$ cat config.mk
export PLATFORM = sky130hd
export DESIGN_NAME = axi4_lite_arbiter
export DESIGN_NICKNAME = d
export VERILOG_FILES = /design/src/rtl/axi4_lite_arbiter.sv
export SDC_FILE = /design/constraint.sdc
export NUM_CORES = 1
export LEC_CHECK = 0
export ABC_AREA = 0
export BUFFER_PORTS_ARGS = -buffer_cell sky130_fd_sc_hd__clkbuf_2
export CAP_MARGIN = 20
export CORE_AREA = 3 3 175 177
export DETAILED_ROUTE_END_ITERATION = 6
export DIE_AREA = 0 0 178 180
export PLACE_DENSITY = 0.4
export SLEW_MARGIN = 10
export SYNTH_ARGS = -nofsm -noshare
export SYNTH_HDL_FRONTEND = slang
export SYNTH_SLANG_ARGS = --single-unit
$ cat constraint.sdc
create_clock -name aclk -period 1.66 [get_ports aclk]
set_input_delay 0.332 -clock aclk [delete_from_list [all_inputs] [get_ports aclk]]
set_output_delay 0.332 -clock aclk [all_outputs]
set_load 0.01 [all_outputs]
$ cat src/rtl/axi4_lite_arbiter.sv
// Two-master to one-slave AXI4-Lite arbiter: round-robin between masters, writes before reads
// within a master, one transaction outstanding, responses passed through combinationally.
module axi4_lite_arbiter #(
  parameter int NUM_M      = 2,
  parameter int ADDR_WIDTH = 32,
  parameter int DATA_WIDTH = 32
) (
  input  logic                          aclk,
  input  logic                          aresetn,
  input  logic [NUM_M*ADDR_WIDTH-1:0]   s_awaddr,
  input  logic [NUM_M*ADDR_WIDTH-1:0]   s_araddr,
  input  logic [NUM_M*3-1:0]            s_awprot,
  input  logic [NUM_M*3-1:0]            s_arprot,
  input  logic [NUM_M-1:0]              s_awvalid,
  input  logic [NUM_M-1:0]              s_wvalid,
  input  logic [NUM_M-1:0]              s_arvalid,
  input  logic [NUM_M-1:0]              s_bready,
  input  logic [NUM_M-1:0]              s_rready,
  input  logic [NUM_M*DATA_WIDTH-1:0]   s_wdata,
  input  logic [NUM_M*DATA_WIDTH/8-1:0] s_wstrb,
  output logic [NUM_M-1:0]              s_awready,
  output logic [NUM_M-1:0]              s_wready,
  output logic [NUM_M-1:0]              s_arready,
  output logic [NUM_M-1:0]              s_bvalid,
  output logic [NUM_M-1:0]              s_rvalid,
  output logic [NUM_M*2-1:0]            s_bresp,
  output logic [NUM_M*2-1:0]            s_rresp,
  output logic [NUM_M*DATA_WIDTH-1:0]   s_rdata,
  output logic [ADDR_WIDTH-1:0]         m_awaddr,
  output logic [ADDR_WIDTH-1:0]         m_araddr,
  output logic [2:0]                    m_awprot,
  output logic [2:0]                    m_arprot,
  output logic [DATA_WIDTH-1:0]         m_wdata,
  output logic [DATA_WIDTH/8-1:0]       m_wstrb,
  output logic                          m_awvalid,
  output logic                          m_wvalid,
  output logic                          m_arvalid,
  output logic                          m_bready,
  output logic                          m_rready,
  input  logic                          m_awready,
  input  logic                          m_wready,
  input  logic                          m_arready,
  input  logic                          m_bvalid,
  input  logic                          m_rvalid,
  input  logic [1:0]                    m_bresp,
  input  logic [1:0]                    m_rresp,
  input  logic [DATA_WIDTH-1:0]         m_rdata
);
  localparam int SW = DATA_WIDTH / 8;
  localparam int IW = (NUM_M > 1) ? $clog2(NUM_M) : 1;

  typedef enum logic [2:0] {IDLE, WR_ADDR, WR_RESP, RD_ADDR, RD_DATA} state_t;

  state_t          state, state_nxt;
  logic [IW-1:0]   rr_ptr, gnt, pick, gnt_inc;
  logic            found;
  logic            aw_done, w_done;
  logic            aw_hs, w_hs, b_hs, ar_hs, r_hs;
  logic [NUM_M-1:0] req;
  int              gi;

  // A channel transfers on the rising edge where its valid and ready are both high; valid,
  // once raised by the source, is held with stable payload until that edge.
  assign aw_hs   = m_awvalid & m_awready;
  assign w_hs    = m_wvalid & m_wready;
  assign b_hs    = m_bvalid & m_bready;
  assign ar_hs   = m_arvalid & m_arready;
  assign r_hs    = m_rvalid & m_rready;
  assign req     = s_awvalid | s_arvalid;
  assign gi      = int'(gnt);
  assign gnt_inc = (gnt == IW'(NUM_M - 1)) ? '0 : gnt + IW'(1);

  // First requester at or after the round-robin pointer wins.
  always_comb begin
    int            idx;
    logic [IW-1:0] idx_b;
    pick  = rr_ptr;
    found = 1'b0;
    idx   = 0;
    idx_b = '0;
    for (int k = 0; k < NUM_M; k++) begin
      idx   = (int'(rr_ptr) + k) % NUM_M;
      idx_b = IW'(idx);
      if (!found && req[idx_b]) begin
        found = 1'b1;
        pick  = idx_b;
      end
    end
  end

  always_ff @(posedge aclk or negedge aresetn) begin
    if (!aresetn) begin
      state   <= IDLE;
      rr_ptr  <= '0;
      gnt     <= '0;
      aw_done <= 1'b0;
      w_done  <= 1'b0;
    end else begin
      state <= state_nxt;
      if (state == IDLE && found) gnt <= pick;
      if (state == WR_ADDR) begin
        if (aw_hs) aw_done <= 1'b1;
        if (w_hs)  w_done  <= 1'b1;
      end
      if (b_hs) begin
        aw_done <= 1'b0;
        w_done  <= 1'b0;
      end
      if (b_hs || r_hs) rr_ptr <= gnt_inc;
    end
  end

  always_comb begin
    state_nxt = state;
    case (state)
      IDLE:    if (found) state_nxt = s_awvalid[pick] ? WR_ADDR : RD_ADDR;
      WR_ADDR: if ((aw_done | aw_hs) && (w_done | w_hs)) state_nxt = WR_RESP;
      WR_RESP: if (b_hs) state_nxt = IDLE;
      RD_ADDR: if (ar_hs) state_nxt = RD_DATA;
      RD_DATA: if (r_hs) state_nxt = IDLE;
      default: state_nxt = IDLE;
    endcase
  end

  // Only the granted master's slice is ever driven; everything else stays at zero.
  always_comb begin
    s_awready = '0;
    s_wready  = '0;
    s_arready = '0;
    s_bvalid  = '0;
    s_rvalid  = '0;
    s_bresp   = '0;
    s_rresp   = '0;
    s_rdata   = '0;
    m_awaddr  = '0;
    m_araddr  = '0;
    m_awprot  = '0;
    m_arprot  = '0;
    m_wdata   = '0;
    m_wstrb   = '0;
    m_awvalid = 1'b0;
    m_wvalid  = 1'b0;
    m_arvalid = 1'b0;
    m_bready  = 1'b0;
    m_rready  = 1'b0;
    case (state)
      WR_ADDR: begin
        m_awaddr       = s_awaddr[gi*ADDR_WIDTH +: ADDR_WIDTH];
        m_awprot       = s_awprot[gi*3 +: 3];
        m_wdata        = s_wdata[gi*DATA_WIDTH +: DATA_WIDTH];
        m_wstrb        = s_wstrb[gi*SW +: SW];
        m_awvalid      = s_awvalid[gnt] & ~aw_done;
        m_wvalid       = s_wvalid[gnt] & ~w_done;
        s_awready[gnt] = m_awready & ~aw_done;
        s_wready[gnt]  = m_wready & ~w_done;
      end
      WR_RESP: begin
        m_bready             = s_bready[gnt];
        s_bvalid[gnt]        = m_bvalid;
        s_bresp[gi*2 +: 2]   = m_bresp;
      end
      RD_ADDR: begin
        m_araddr       = s_araddr[gi*ADDR_WIDTH +: ADDR_WIDTH];
        m_arprot       = s_arprot[gi*3 +: 3];
        m_arvalid      = s_arvalid[gnt];
        s_arready[gnt] = m_arready;
      end
      RD_DATA: begin
        m_rready                              = s_rready[gnt];
        s_rvalid[gnt]                         = m_rvalid;
        s_rresp[gi*2 +: 2]                    = m_rresp;
        s_rdata[gi*DATA_WIDTH +: DATA_WIDTH]  = m_rdata;
      end
      default: ;
    endcase
  end
endmodule

* After elaboration in Yosys (flattened, before gate mapping) *
Index checks and enable logic that the tools add are counted.

storage, ports and cells
  register bits after elaboration = 7
  bits of input ports = 265
  output and inout port bits = 193
  logic and storage cells = 124

operators by class
  add/sub/neg operators = 4
  $mul = 1
  order comparisons = 5
  eq/ne operators = 9
  shift operators = 11
  muxes and demuxes = 54
  bitwise logic cells = 22
  reduce and logical (&&, ||, !) cells = 13

operators by type and width
  cell                        number
  $shiftx A64 B7 Y32          3
  $mux W32                    3
  $shiftx A2 B33 Y4           2
  $and A64 B64 Y64            1
  $mux W64                    1
  $shift A32 B33 Y64 const A  1
  $shiftx A32 B33 Y64         1
  $neg A2 Y33                 1
  $neg A6 Y33                 1
  $shift A2 B33 Y4 const A    1
  $mux W1                     32
  $shiftx A6 B32 Y3           1
  $mux W3                     7
  $pmux W3 S5                 1
  $mux W2                     6
  $mux W4                     3
  $and A2 B2 Y2               5
  $and A1 B1 Y1               9
  $and A4 B4 Y4               2
  $lt A1 B2 Y1 const B        4
  $ne A2 B2 Y1 const B        4
  $shiftx A8 B4 Y4            1
  $eq A3 B2 Y1 const B        2
  $reduce_bool A2 Y1          3
  17 further kinds            24

* Logic depth before layout (Yosys ltp) *
  depth after elaboration = 12
  depth in mapped cells = 7
  gate-level depth less buffers = 5

* Worst setup path after synthesis *
No wires, ideal clock.

  path kind = reg-to-output
  start = reg state[0]
  end = out s_rdata[10]
  arrival time = 1.540 ns
  required time = 1.328 ns
  slack = -0.212 ns
  cell stages (with the launch flop) = 6
  path buffers = 2
  cells stage by stage = dfrtp_1 -> buf_6 -> or3b_2 -> nor2_4 -> clkbuf_1 -> and2_1

between the ends
  longest elaborated chain between the ends = 2

ends and longest elaborated chain
  element                 line  RTL
  from (decl)             54    state_t state, state_nxt;
  from (signal assigned)  99    state <= state_nxt;
  $eq A3 B3 Y1            146   case (state)
  $mux W64                146
  to (decl)               28    output logic [NUM_M*DATA_WIDTH-1:0] s_rdata,

No other way between the ends.

* Worst setup path in the final report *
  start = reg gnt
  end = out m_araddr[14]

between the ends
  longest elaborated chain between the ends = 2

ends and longest elaborated chain
  element                 line  RTL
  from (decl)             55    logic [IW-1:0] rr_ptr, gnt, pick, gnt_inc;
  from (signal assigned)  100   if (state == IDLE && found) gnt <= pick;
  $shiftx A64 B7 Y32      163   m_araddr = s_araddr[gi*ADDR_WIDTH +: ADDR_WIDTH];
  $mux W32                146
  to (decl)               30    output logic [ADDR_WIDTH-1:0] m_araddr,

No other way between the ends.

==> metrics.txt <==
status=finished with violations; failing checks=setup timing; final worst slack=-0.371 ns; clock skew=0.000964 ns; RR Startpoint=gnt$_DFFE_PN0P_; Final Power=9.75 mW; Distinct cells, synth=34; last element of the critical path=m_araddr[14]; post-synth top area share=41.4%; crit share post-route=122%; vias in the first global route=4839; drt wl/cell=15.6 µm; leading area contributor after synthesis=mux2i_1; WP data required=1.33 ns; layout cells sized above 1=68.2%; DRT iter0 DRCs=106; port bufs=457; critical path arrival=1.70 ns; combinational share of power=91.7%; clock root cell=clkbuf_16; Crit Path Category=register to output port; CTS Buf Count=3; CTS tree=yes; Mapped Cells=390; minimum hold slack=0.399 ns; Yosys reg bits=7; Die Ht=180 µm; Post-DP Area=5720 µm²; routability cong.=0.798; Final Instance Area=6980 µm²; leakage=4.05 nW; Worst setup EP type=output port; area of the multi-input gates=2620 µm²; Post-synth EDFFs=0; Sw Pwr=4.37 mW; cells on worst reg2reg path=7; Max Cap Viol=0; Routed Antenna Nets=0; CP cell instances=buf_12 > buf_16 > buf_12 > buf_4 > mux2i_2 > nor2_4 > clkbuf_2; Die Wd=178 µm; type of the most critical hold path=primary input to register; final WL=20200 µm; Tot GR Track Use=11.2%; crit path max fanout=5; Flop pwr share=3.9%; capturing point of the worst reg2reg path=state[0]$_DFFE_PN0P_; Skew-Pair Late Insertion Delay=0.24 ns; crit-path max cell delay=0.50 ns; Cell Area, Synth=2660 µm²; fillers=3278; Avg Inst Size Synth=6.81 µm²; ys async rst share=100%; Post-layout nets=1168; Rel. slew slack=72.6%; CP max stage cell=dfrtp_4; clock sinks=7; post-DP HPWL=15400 µm; crit path time final=2.03 ns; Ports=458; largest cells by area after synthesis=mux2i_1, and2_1, nor2_1, dfrtp_1, clkbuf_1; first-pass GRT wire length=27800 µm; Longest Clk Path Bufs=2; Core Area=29400 µm²; Tightest Pin Transition=0.408 ns; H-tree levels=1; P_int=5.39 mW; drt pass-1 iters=4; P&R area growth vs syn=163%; Reg2Reg Setup Slack=-0.16 ns; register area share after synthesis=6.59%; max-slew violation count=0; drt drc=0; Vias/cell=3.66; ys flop type=dfrtp_1; crit path from=gnt$_DFFE_PN0P_; Mapped Nets=655; Highest Clock Rate=492 MHz; die area=32000 µm²; synth warn=0; Worst VDD drop=572 µV; Starting Density=9.04%; Crit path top cell by count=buf_12; # setup viols final=196; unrepaired setup endpoints after global routing=true; Clk pwr share=4.4%; Reg clk slew, reported paths=0.04 ns; final hold violation count=0; DR vias=4730; initial antenna violation count=1; critical path launch point type=register; Sequential Area=179 µm²; Sw Share=44.8%; largest net degree at the start of global routing=36; P per Cell Area=1400 nW/µm²; global route total overflow=0; row count=63
-- layout make-up --
| type | instances | area share, % |
|---|---|---|
| sequential | 7 | 2.56 |
| multi-input combinational | 343 | 37.6 |
| timing repair buffer | 541 | 51.3 |
| tap | 390 | 6.99 |
| inverter | 7 | 0.430 |
| antenna | 1 | 0.0358 |
| clock buffer | 4 | 1.13 |
-- sequential cells by signal, summed over array words and instances (netlist names) --
| register | flops |
|---|---|
| state | 3 |
| aw_done | 1 |
| gnt | 1 |
| rr_ptr | 1 |
| w_done | 1 |
-- worst max-delay path, delay by kind of cell, from the launching register on --
family / cells / cell delay, ns
buffers and inverters: 5 / 0.67
AND/OR/NAND/NOR: 1 / 0.06
flip-flops: 1 / 0.50
multiplexers: 1 / 0.22
-- metrics by stage --
step / worst slack, ns / TNS [ns] / std cells / utilization (%)
finish: -0.371 / -55.96 / 1293 / 23.7
global route: -0.426 / -69.88 / 1293 / 23.7
CTS: -0.331 / -54.31 / 1277 / 22.1
detailed placement: -0.186 / -7.86 / 1246 / 19.5
global placement: -0.236 / -8.87 / 1246 / 19.5
floorplan: -0.0319 / -1.98 / 390 / -
-- worst min-delay path by stage --
stage                     cells after the start  startpoint                    to  slack, ns
after floorplan                               0     aresetn   aw_done$_DFFE_PN0P_       0.04
after global placement                        1     aresetn    w_done$_DFFE_PN0P_       0.20
after detailed placement                      1     aresetn    w_done$_DFFE_PN0P_       0.19
after CTS                                     2   m_arready  state[2]$_DFFE_PN0P_       0.39
after global routing                          2   m_arready  state[2]$_DFFE_PN0P_       0.43
final                                         2   m_arready  state[2]$_DFFE_PN0P_       0.40
-- synthesized netlist by cell type, types with 2 or more instances --
master,count
nor2_1,112
mux2i_1,110
and2_1,70
clkbuf_1,18
buf_2,11
and3_1,7
dfrtp_1,7
inv_1,7
a21oi_1,6
nor3_1,6
nand2_1,4
nor2b_1,3
nor4_1,3
buf_6,2
mux2_2,2
nor2_4,2
nor4b_1,2
o21ai_0,2
-- power groups by stage --
stage                     Clock, mW  Combinational (mW)  Sequential [mW]
after floorplan                   0                3.40            0.314
after global placement            0                6.05            0.415
after detailed placement          0                6.04            0.412
after CTS                     0.431                7.89            0.399
after global routing          0.441                9.69            0.399
final                         0.426                8.95            0.383
-- repair_timing --
item,in CTS,in global routing
endpoints found under the setup margin,196,199
cloned,8,4
gates resized for setup,76,155
setup buffers,18,12
hold buffers,1,0
hold endpoints to repair,7,0
pin swaps,5,12
-- logic make-up (layout without fill, tap and decap cells) --
kind of cell / Yosys count / count (layout) / share of synthesized area [%]
compound gates: 15 / 15 / 3.63
flops: 7 / 7 / 6.59
buf+inv: 40 / 552 / 6.87
other cells: 0 / 1 / 0
simple gates: 216 / 216 / 40.6
mux: 112 / 112 / 42.3
-- layer usage --
layer  track usage [%]  part of all wire [%]  vias up
met5                 0                     0        -
met4              2.64                   2.1        0
met3              1.94                   8.6       20
met2              22.0                    52      290
met1              12.2                    37     2079
li1                  -                     -     2341
-- cell usage in the layout (no fill, tap or decap), types with 3 or more instances in the layout --
cell type / count
clkbuf_2: 363
and3_1: 4
buf_4: 31
buf_8: 9
nor2_1: 79
nor3_1: 4
buf_16: 8
nor2_2: 27
and2_1: 69
and3_4: 3
buf_6: 22
buf_12: 15
nand2_1: 4
mux2i_1: 94
buf_2: 82
mux2i_2: 10
nor2_4: 8
a21oi_1: 6
dfrtp_1: 6
clkbuf_16: 7
mux2i_4: 6
inv_1: 5
(Power assumes the default switching activity.)
